--- src/rtl/keystream_pkg.sv ---
// Shared types, constants and the xorshift32 step function
// for the keystream generator.
package keystream_pkg;

    typedef enum logic [1:0] {
        IDLE  = 2'd0,
        PRIME = 2'd1,
        RUN   = 2'd2
    } ks_state_e;

    localparam int unsigned SH_A = 13;
    localparam int unsigned SH_B = 17;
    localparam int unsigned SH_C = 5;

    localparam logic [31:0] ZERO_SEED_SUB = 32'h0000_0001;

    function automatic logic [31:0] xorshift32_step(input logic [31:0] x);
        logic [31:0] t;
        t = x ^ (x << SH_A);
        t = t ^ (t >> SH_B);
        t = t ^ (t << SH_C);
        return t;
    endfunction

endpackage

--- src/rtl/xorshift32_step.sv ---
// Combinational single xorshift32 step, shared between the
// priming and running paths of the generator.
module xorshift32_step (
    input  logic [31:0] x_i,
    output logic [31:0] x_o
);

    assign x_o = keystream_pkg::xorshift32_step(x_i);

endmodule

--- src/rtl/keystream_gen.sv ---
// Seeded xorshift32 keystream source with valid/ready output,
// delivered-word counter and rekey pulse.
module keystream_gen
    import keystream_pkg::*;
#(
    parameter int unsigned REKEY_INTERVAL = 0
) (
    input  logic        clk,
    input  logic        rst,
    input  logic        seed_valid,
    input  logic [31:0] seed,
    output logic        seed_ready,
    output logic        key_valid,
    input  logic        key_ready,
    output logic [31:0] key,
    output logic        seed_err,
    output logic [31:0] word_count,
    output logic        rekey_req
);

    localparam logic [31:0] REKEY_AT = 32'(REKEY_INTERVAL);

    ks_state_e   state_q, state_d;
    logic [31:0] xs_q, xs_d;
    logic [31:0] key_q, key_d;
    logic        key_valid_q, key_valid_d;
    logic [31:0] cnt_q, cnt_d;
    logic        seed_err_q, seed_err_d;
    logic        rekey_q, rekey_d;

    logic        seed_hs;
    logic        key_hs;
    logic        cnt_max;
    logic [31:0] step_in;
    logic [31:0] step_out;

    // Ready is a pure state decode so it never loops back through key_ready.
    assign seed_ready = (state_q == IDLE) || (state_q == RUN);
    assign seed_hs    = seed_valid & seed_ready;
    assign key_hs     = key_valid_q & key_ready;
    assign cnt_max    = (cnt_q == 32'hFFFF_FFFF);
    assign step_in    = (state_q == PRIME) ? xs_q : key_q;

    xorshift32_step u_step (
        .x_i (step_in),
        .x_o (step_out)
    );

    always_comb begin
        state_d     = state_q;
        xs_d        = xs_q;
        key_d       = key_q;
        key_valid_d = key_valid_q;
        cnt_d       = cnt_q;
        seed_err_d  = 1'b0;
        rekey_d     = 1'b0;

        if (key_hs && !cnt_max) begin
            cnt_d = cnt_q + 32'd1;
            if (REKEY_AT != 32'd0 && (cnt_q + 32'd1) == REKEY_AT) begin
                rekey_d = 1'b1;
            end
        end

        // A seed clears the count even when a transfer lands the same cycle.
        if (seed_hs) begin
            cnt_d = 32'd0;
            if (seed == 32'd0) begin
                xs_d       = ZERO_SEED_SUB;
                seed_err_d = 1'b1;
            end else begin
                xs_d = seed;
            end
        end

        unique case (state_q)
            IDLE: begin
                if (seed_hs) begin
                    state_d = PRIME;
                end
            end
            PRIME: begin
                key_d       = step_out;
                key_valid_d = 1'b1;
                state_d     = RUN;
            end
            RUN: begin
                if (key_hs) begin
                    key_d = step_out;
                end
                if (seed_hs) begin
                    key_valid_d = 1'b0;
                    state_d     = PRIME;
                end
            end
            default: begin
                state_d     = IDLE;
                key_valid_d = 1'b0;
            end
        endcase
    end

    always_ff @(posedge clk or posedge rst) begin
        if (rst) begin
            state_q     <= IDLE;
            xs_q        <= 32'd0;
            key_q       <= 32'd0;
            key_valid_q <= 1'b0;
            cnt_q       <= 32'd0;
            seed_err_q  <= 1'b0;
            rekey_q     <= 1'b0;
        end else begin
            state_q     <= state_d;
            xs_q        <= xs_d;
            key_q       <= key_d;
            key_valid_q <= key_valid_d;
            cnt_q       <= cnt_d;
            seed_err_q  <= seed_err_d;
            rekey_q     <= rekey_d;
        end
    end

    assign key        = key_q;
    assign key_valid  = key_valid_q;
    assign word_count = cnt_q;
    assign seed_err   = seed_err_q;
    assign rekey_req  = rekey_q;

endmodule

--- config.mk ---
export PLATFORM = sky130hd
export DESIGN_NAME = keystream_gen
export DESIGN_NICKNAME = d
export VERILOG_FILES = /design/src/rtl/keystream_pkg.sv /design/src/rtl/xorshift32_step.sv /design/src/rtl/keystream_gen.sv
export SDC_FILE = /design/constraint.sdc
export NUM_CORES = 1
export LEC_CHECK = 0
export BUFFER_PORTS_ARGS = -buffer_cell sky130_fd_sc_hd__buf_2
export CAP_MARGIN = 5
export CORE_UTILIZATION = 35
export DETAILED_ROUTE_END_ITERATION = 10
export GPL_ROUTABILITY_DRIVEN = 0
export HOLD_SLACK_MARGIN = 0.05
export SYNTH_ARGS = -nofsm -noshare
export SYNTH_HDL_FRONTEND = slang
export SYNTH_SLANG_ARGS = --single-unit
--- constraint.sdc ---
create_clock -name clk -period 3.7 [get_ports clk]
set_input_delay 0.37 -clock clk [delete_from_list [all_inputs] [get_ports clk]]
set_output_delay 0.37 -clock clk [all_outputs]
set_load 0.02 [all_outputs]
; ---- Yosys cells after proc, flatten, opt, wreduce, memory -nomap -nowiden
; Cells that the tools add are included.
[classes]
addsub = 1
n_eq_ne = 6
mux = 12
bitwise = 6
reduce_logical = 10
[ops]
columns = operator, count
row1 = 2-to-1 mux 32 bit, 5
row2 = case mux 32 bit (2 select lines), 1
row3 = XOR 32 bit, 2
row4 = "adder 32 x 1 -> 32 bit, second input constant", 1
row5 = "equality test 32 bit, second input constant", 1
row6 = logical NOT 32 bit, 1
row7 = XOR 32 x 15 -> 32 bit, 1
row8 = "inequality test 2 bit, second input constant", 2
row9 = case mux 2 bit (2 select lines), 1
row10 = AND reduction 2 bit, 2
row11 = nonzero test 2 bit, 2
row12 = 2-to-1 mux 1 bit, 3
row13 = case mux 1 bit (3 select lines), 1
row14 = bitwise AND 1 bit, 2
row15 = "equality test 2 x 1 -> 1 bit, second input constant", 1
row16 = "equality test 2 bit, second input constant", 1
row17 = logical NOT 2 bit, 1
row18 = 2-to-1 mux 2 bit, 1
row19 = "inequality test 2 x 1 -> 1 bit, second input constant", 1
row20 = OR reduction 2 bit, 1
row21 = logical AND 1 bit, 1
row22 = logical NOT 1 bit, 1
row23 = logical OR 1 bit, 1
row24 = NOT 1 bit, 1
[totals]
register_bits = 100
input_bits = 36

; ---- Logic depth before layout (Yosys ltp)
[logic_depth]
depth_word = 7
mapped_depth = 8

; ---- By module
; A second synthesis with hierarchy kept.
[unflattened]
cells_unflattened = 517
area_unflattened_um2 = 5531.6
[modules_own_cells]
columns = mod, n_inst, cells_per_inst, area_each_um2
row1 = keystream_gen, 1, 459, 4762.1
row2 = xorshift32_step, 1, 58, 769.5

; ---- Worst setup path before layout
; Ideal clock, no wire load.
[synth_timing]
kind = register -> register
startpoint = register cnt_q[25], in the netlist word_count[25]
endpoint = register cnt_q[3], in the netlist word_count[3]
setup_time_ps = 78
arrival_ps = 1989
required_time_ps = 3622
slack_ps = 1633
path_stages_with_launch = 9
synth_period_minus_slack_ps = 2067
path_cell_list = dfrtp_1 nand4_2 or3_1 buf_2 nor4_4 buf_6 buf_8 o21ai_0 a21oi_1
[synth_via]
elab_chain_len = 4
[synth_lines]
columns = element, line
row1 = from (decl), keystream_gen.sv:27  ; logic [31:0] cnt_q, cnt_d;
row2 = from (signal assigned), keystream_gen.sv:117  ; cnt_q <= cnt_d;
row3 = equality test 32 bit, keystream_gen.sv:41  ; assign cnt_max = (cnt_q == 32'hFFFF_FFFF);
row4 = logical NOT 1 bit, keystream_gen.sv:58  ; if (key_hs && !cnt_max) begin
row5 = logical AND 1 bit, keystream_gen.sv:58
row6 = nonzero test 2 bit (no source line), n/a
; No other way between the ends.
; A chain may end at the register's enable or synchronous reset.

; ---- Worst setup path in the final report
[layout_timing]
startpoint = register state_q[1]
endpoint = register key_q[18], in the netlist key[18]
[layout_via]
elab_chain_len = 7
[layout_lines]
columns = element, line
row1 = from (decl), keystream_gen.sv:23  ; ks_state_e state_q, state_d;
row2 = from (signal assigned), keystream_gen.sv:113  ; state_q <= state_d;
row3 = equality test 2 x 1 -> 1 bit, "keystream_gen.sv:42, keystream_gen.sv:76"
row4 = 2-to-1 mux 32 bit, keystream_gen.sv:42  ; assign step_in = (state_q == PRIME) ? xs_q : key_q;
row5 = XOR 32 bit, keystream_pkg.sv:19  ; t = x ^ (x << SH_A);
row6 = XOR 32 x 15 -> 32 bit, keystream_pkg.sv:20  ; t = t ^ (t >> SH_B);
row7 = XOR 32 bit, keystream_pkg.sv:21  ; t = t ^ (t << SH_C);
row8 = 2-to-1 mux 32 bit, keystream_gen.sv:88  ; if (key_hs) begin
row9 = case mux 32 bit (2 select lines), keystream_gen.sv:76  ; unique case (state_q)
row10 = to (signal assigned), keystream_gen.sv:115  ; key_q <= key_d;
row11 = to (decl), keystream_gen.sv:25  ; logic [31:0] key_q, key_d;
; Parallel ways exist; a longest one is shown, timed or not. The select of a mux whose other input is x is not followed.

==> results.cfg <==
[status]
outcome = completed

[min_path]
hp-class = primary input to asynchronous set/reset pin

[critical_path]
cp_data_arrival_time_ns = 2.84
end_kind = flip-flop
cp-start-kind = flip-flop
cp_slowest_cell = nand2b_2
crit_path_max_fanout = 40
slowest_delay_ns = 0.77
cp.required_ns = 3.95
path_cells = nand2b_2 -> mux2i_2 -> xnor3_1 -> or3_1 -> a31oi_1
timing_worst_setup_path_type = flip-flop to flip-flop

[synth]
syn_area_mm2 = 0.00574
synth_edf_count = 0
synthDistinctLibCells = 48
postSynthAreaPerCell_um2 = 9.21
synthArstFlopShare_pct = 100
yosys_register_bits = 100
syn_inst = 624
ys_dominant_reg_cell = dfrtp_1
ys_warn_count = 0
syn_nets = 661
seq_area_frac_synth_pct = 43.6

[floorplanning]
dieArea_mm2 = 0.0169
fp.coreArea_mm2 = 0.0159
die_h_um = 130
rows = 46
start_util_pct = 36.0
ioPinCount = 104
die_x_um = 130

[cts]
post_cts_buffers = 0
ctsResizeCount = 0
hold_buffers = 0
numCtsBuffers = 9
cts_max_level = 3
clock_latency_ns = 0.34
clock-sinks = 100
clkTransAtPathRegs_ns = 0.07
clockRootBuffer = clkbuf_16
tritoncts = built
clk_path_buf_depth = 2

[power_and_ir_drop]
vdd_drop_max_mv = 0.355
power.total_mw = 5.08
leakage_nw = 3.11
powerDensity_mw_per_mm2 = 753

[timing]
finalSetupViolCount = 0
fin_skew_ns = 0.00708
maxSlewHeadroom_pct = 36.4
timing.fmax_ghz = 0.387
period_minus_slack_ns = 2.59
tightest_slew_ns = 0.955
timing.hold.ws_ns = 0.141
tns_ns = 0
drv_slew = 0
rsz0062_at_grt = no
post-route-period-util_pct = 69.9
final-hold-violation-count = 0

[flow_run]
cap_violations = 0

[placed_design]
io_buffers = 102
dp_hpwl_mm = 10.8

[global_routing]
grt_pass1_wl_mm = 23.0
overflow = 0
grt.total_usage_pct = 17.9
grt_max_degree = 56
antenna_found_initial = 1
grt_pass1_vias = 4205

[detailed_routing]
num_vias = 4656
vias_per_cell = 4.97
firstDrtPassIters = 4
drtAntennaViolNets = 0
wl_per_cell_um = 15.5
drc_errors = 0
routed_wl_mm = 14.5
drt_iter0_markers = 284

[layout]
fin_nets = 753
area_delta_synth_final_pct = 17.6
drive_above_1_share_pct = 19.9
## worst paths after layout
check | end | slack [ns] | start | cells past startpoint
worst max-delay path | key[18] | 1.11 | state_q[1] | 5
worst min-delay path | key[30] | 0.14 | rst | 2
worst max register to register | key[18] | 1.11 | state_q[1] | 5
worst min register to register | xs_q[30] | 0.50 | xs_q[30] | 2
max in group asynchronous | xs_q[1] | 2.73 | rst | 3
min in group clk | xs_q[16] | 0.23 | seed[16] | 3
## synthesized netlist by cell type (2+ instances only)
cell       instances  area share (%)
a21oi_1           31             2.7
a311oi_1           3            0.46
mux2_2             7             1.4
nand3_1           12             1.0
and2_1             2            0.22
buf_6              2            0.39
a31oi_1            4            0.44
or3_1             15             1.6
inv_1              6            0.39
buf_2              5            0.44
nand4_1            7            0.76
clkbuf_1          15            0.98
nor4_1            10             1.1
and4_1             4            0.61
o31ai_1           13             1.7
mux2i_1           12             2.1
xnor2_1           59             9.0
dfrtp_1          100              44
nor2_1            38             2.5
o2111ai_1          2            0.31
or4_1             14             1.8
xnor3_1            6             2.4
buf_1              3            0.20
or2_2              3            0.33
nand2_1          139             9.1
buf_4              2            0.26
a211oi_1           4            0.52
xor2_1            42             6.4
and3_1             6            0.65
nor3_1             8            0.70
o21ai_0           33             2.9
## final cells by class
type                            instances  area [um2]
Fill cell                            1613        9190
Multi-Input combinational cell        489        3080
Sequential cell                       100        2500
Timing Repair Buffer                  109         563
Tap cell                              216         270
Clock buffer                           12         267
Clock inverter                          3        45.0
Inverter                                7        28.8
Antenna cell                            1        2.50
## stage by stage
step	utilization, %	std cells	area [um2]	setup WS [ns]
after floorplan	-	624	5740	0.711
after global placement	40.4	921	6440	1.21
after detailed placement	40.4	921	6440	1.15
after CTS	42.3	936	6750	1.14
after global routing	42.3	936	6750	0.960
final	42.4	937	6750	1.11
## sequential cells by signal, indices dropped and copies added (netlist names)
name,cells
xs_q,32
state_q,2
key_valid,1
key,32
word_count,32
seed_err,1
## cells in the final DEF, fill, tap and decap left out, drive strengths merged, types with 3 or more instances in the layout
master  netlist  layout
clkbuf       15      12
nor4         11      11
a311oi        3       3
a211oi        4       4
buf          13     109
inv           7       7
nor3          8       8
nand3        12      12
a21oi        31      31
and4          4       4
nand4         8       8
a31oi         4       4
nor2         38      38
or2           3       3
mux2i        14      14
xor2         42      42
or4          14      14
and3          6       6
nand2       139     139
xnor2        59      59
o21ai        33      33
o31ai        13      13
mux2          7       7
dfrtp       100     100
xnor3         6       6
or3          15      15
## where the power goes
part / internal (mW) / switching, mW / total [mW]
clock network: 0.576 / 0.406 / 0.983
registers: 1.32 / 0.320 / 1.64
logic: 1.18 / 1.28 / 2.46
## cells by family after synthesis
kind of cell | after synthesis | synth area share [%]
XOR/XNOR | 107 | 17.8
flip-flops | 100 | 43.6
multiplexers | 21 | 4.10
adder cells (fa/ha/maj) | 1 | 0.218
AND/OR/NAND/NOR | 265 | 21.8
other | 1 | 0.0653
AO/OA/AOI/OAI | 94 | 9.56
buffers and inverters | 35 | 2.98
## routing by layer
| metal | vias to the layer above | global-route usage (%) | wire length [um] |
|---|---|---|---|
| met1 | 2201 | 26.7 | 7280 |
| met2 | 121 | 26.1 | 6370 |
| met4 | 0 | 4.31 | 91 |
| li1 | 2328 | - | - |
| met5 | - | 0 | 0 |
| met3 | 6 | 3.90 | 750 |
## critical path: cells and delay by family, from the launching register on
| family | cells | cell delay, ns |
|---|---|---|
| XOR/XNOR | 1 | 0.39 |
| flip-flops | 1 | 0.41 |
| AO/OA/AOI/OAI | 1 | 0.17 |
| multiplexers | 1 | 0.44 |
| AND/OR/NAND/NOR | 2 | 1.08 |
Note: power is estimated with default switching activity, not from simulation.
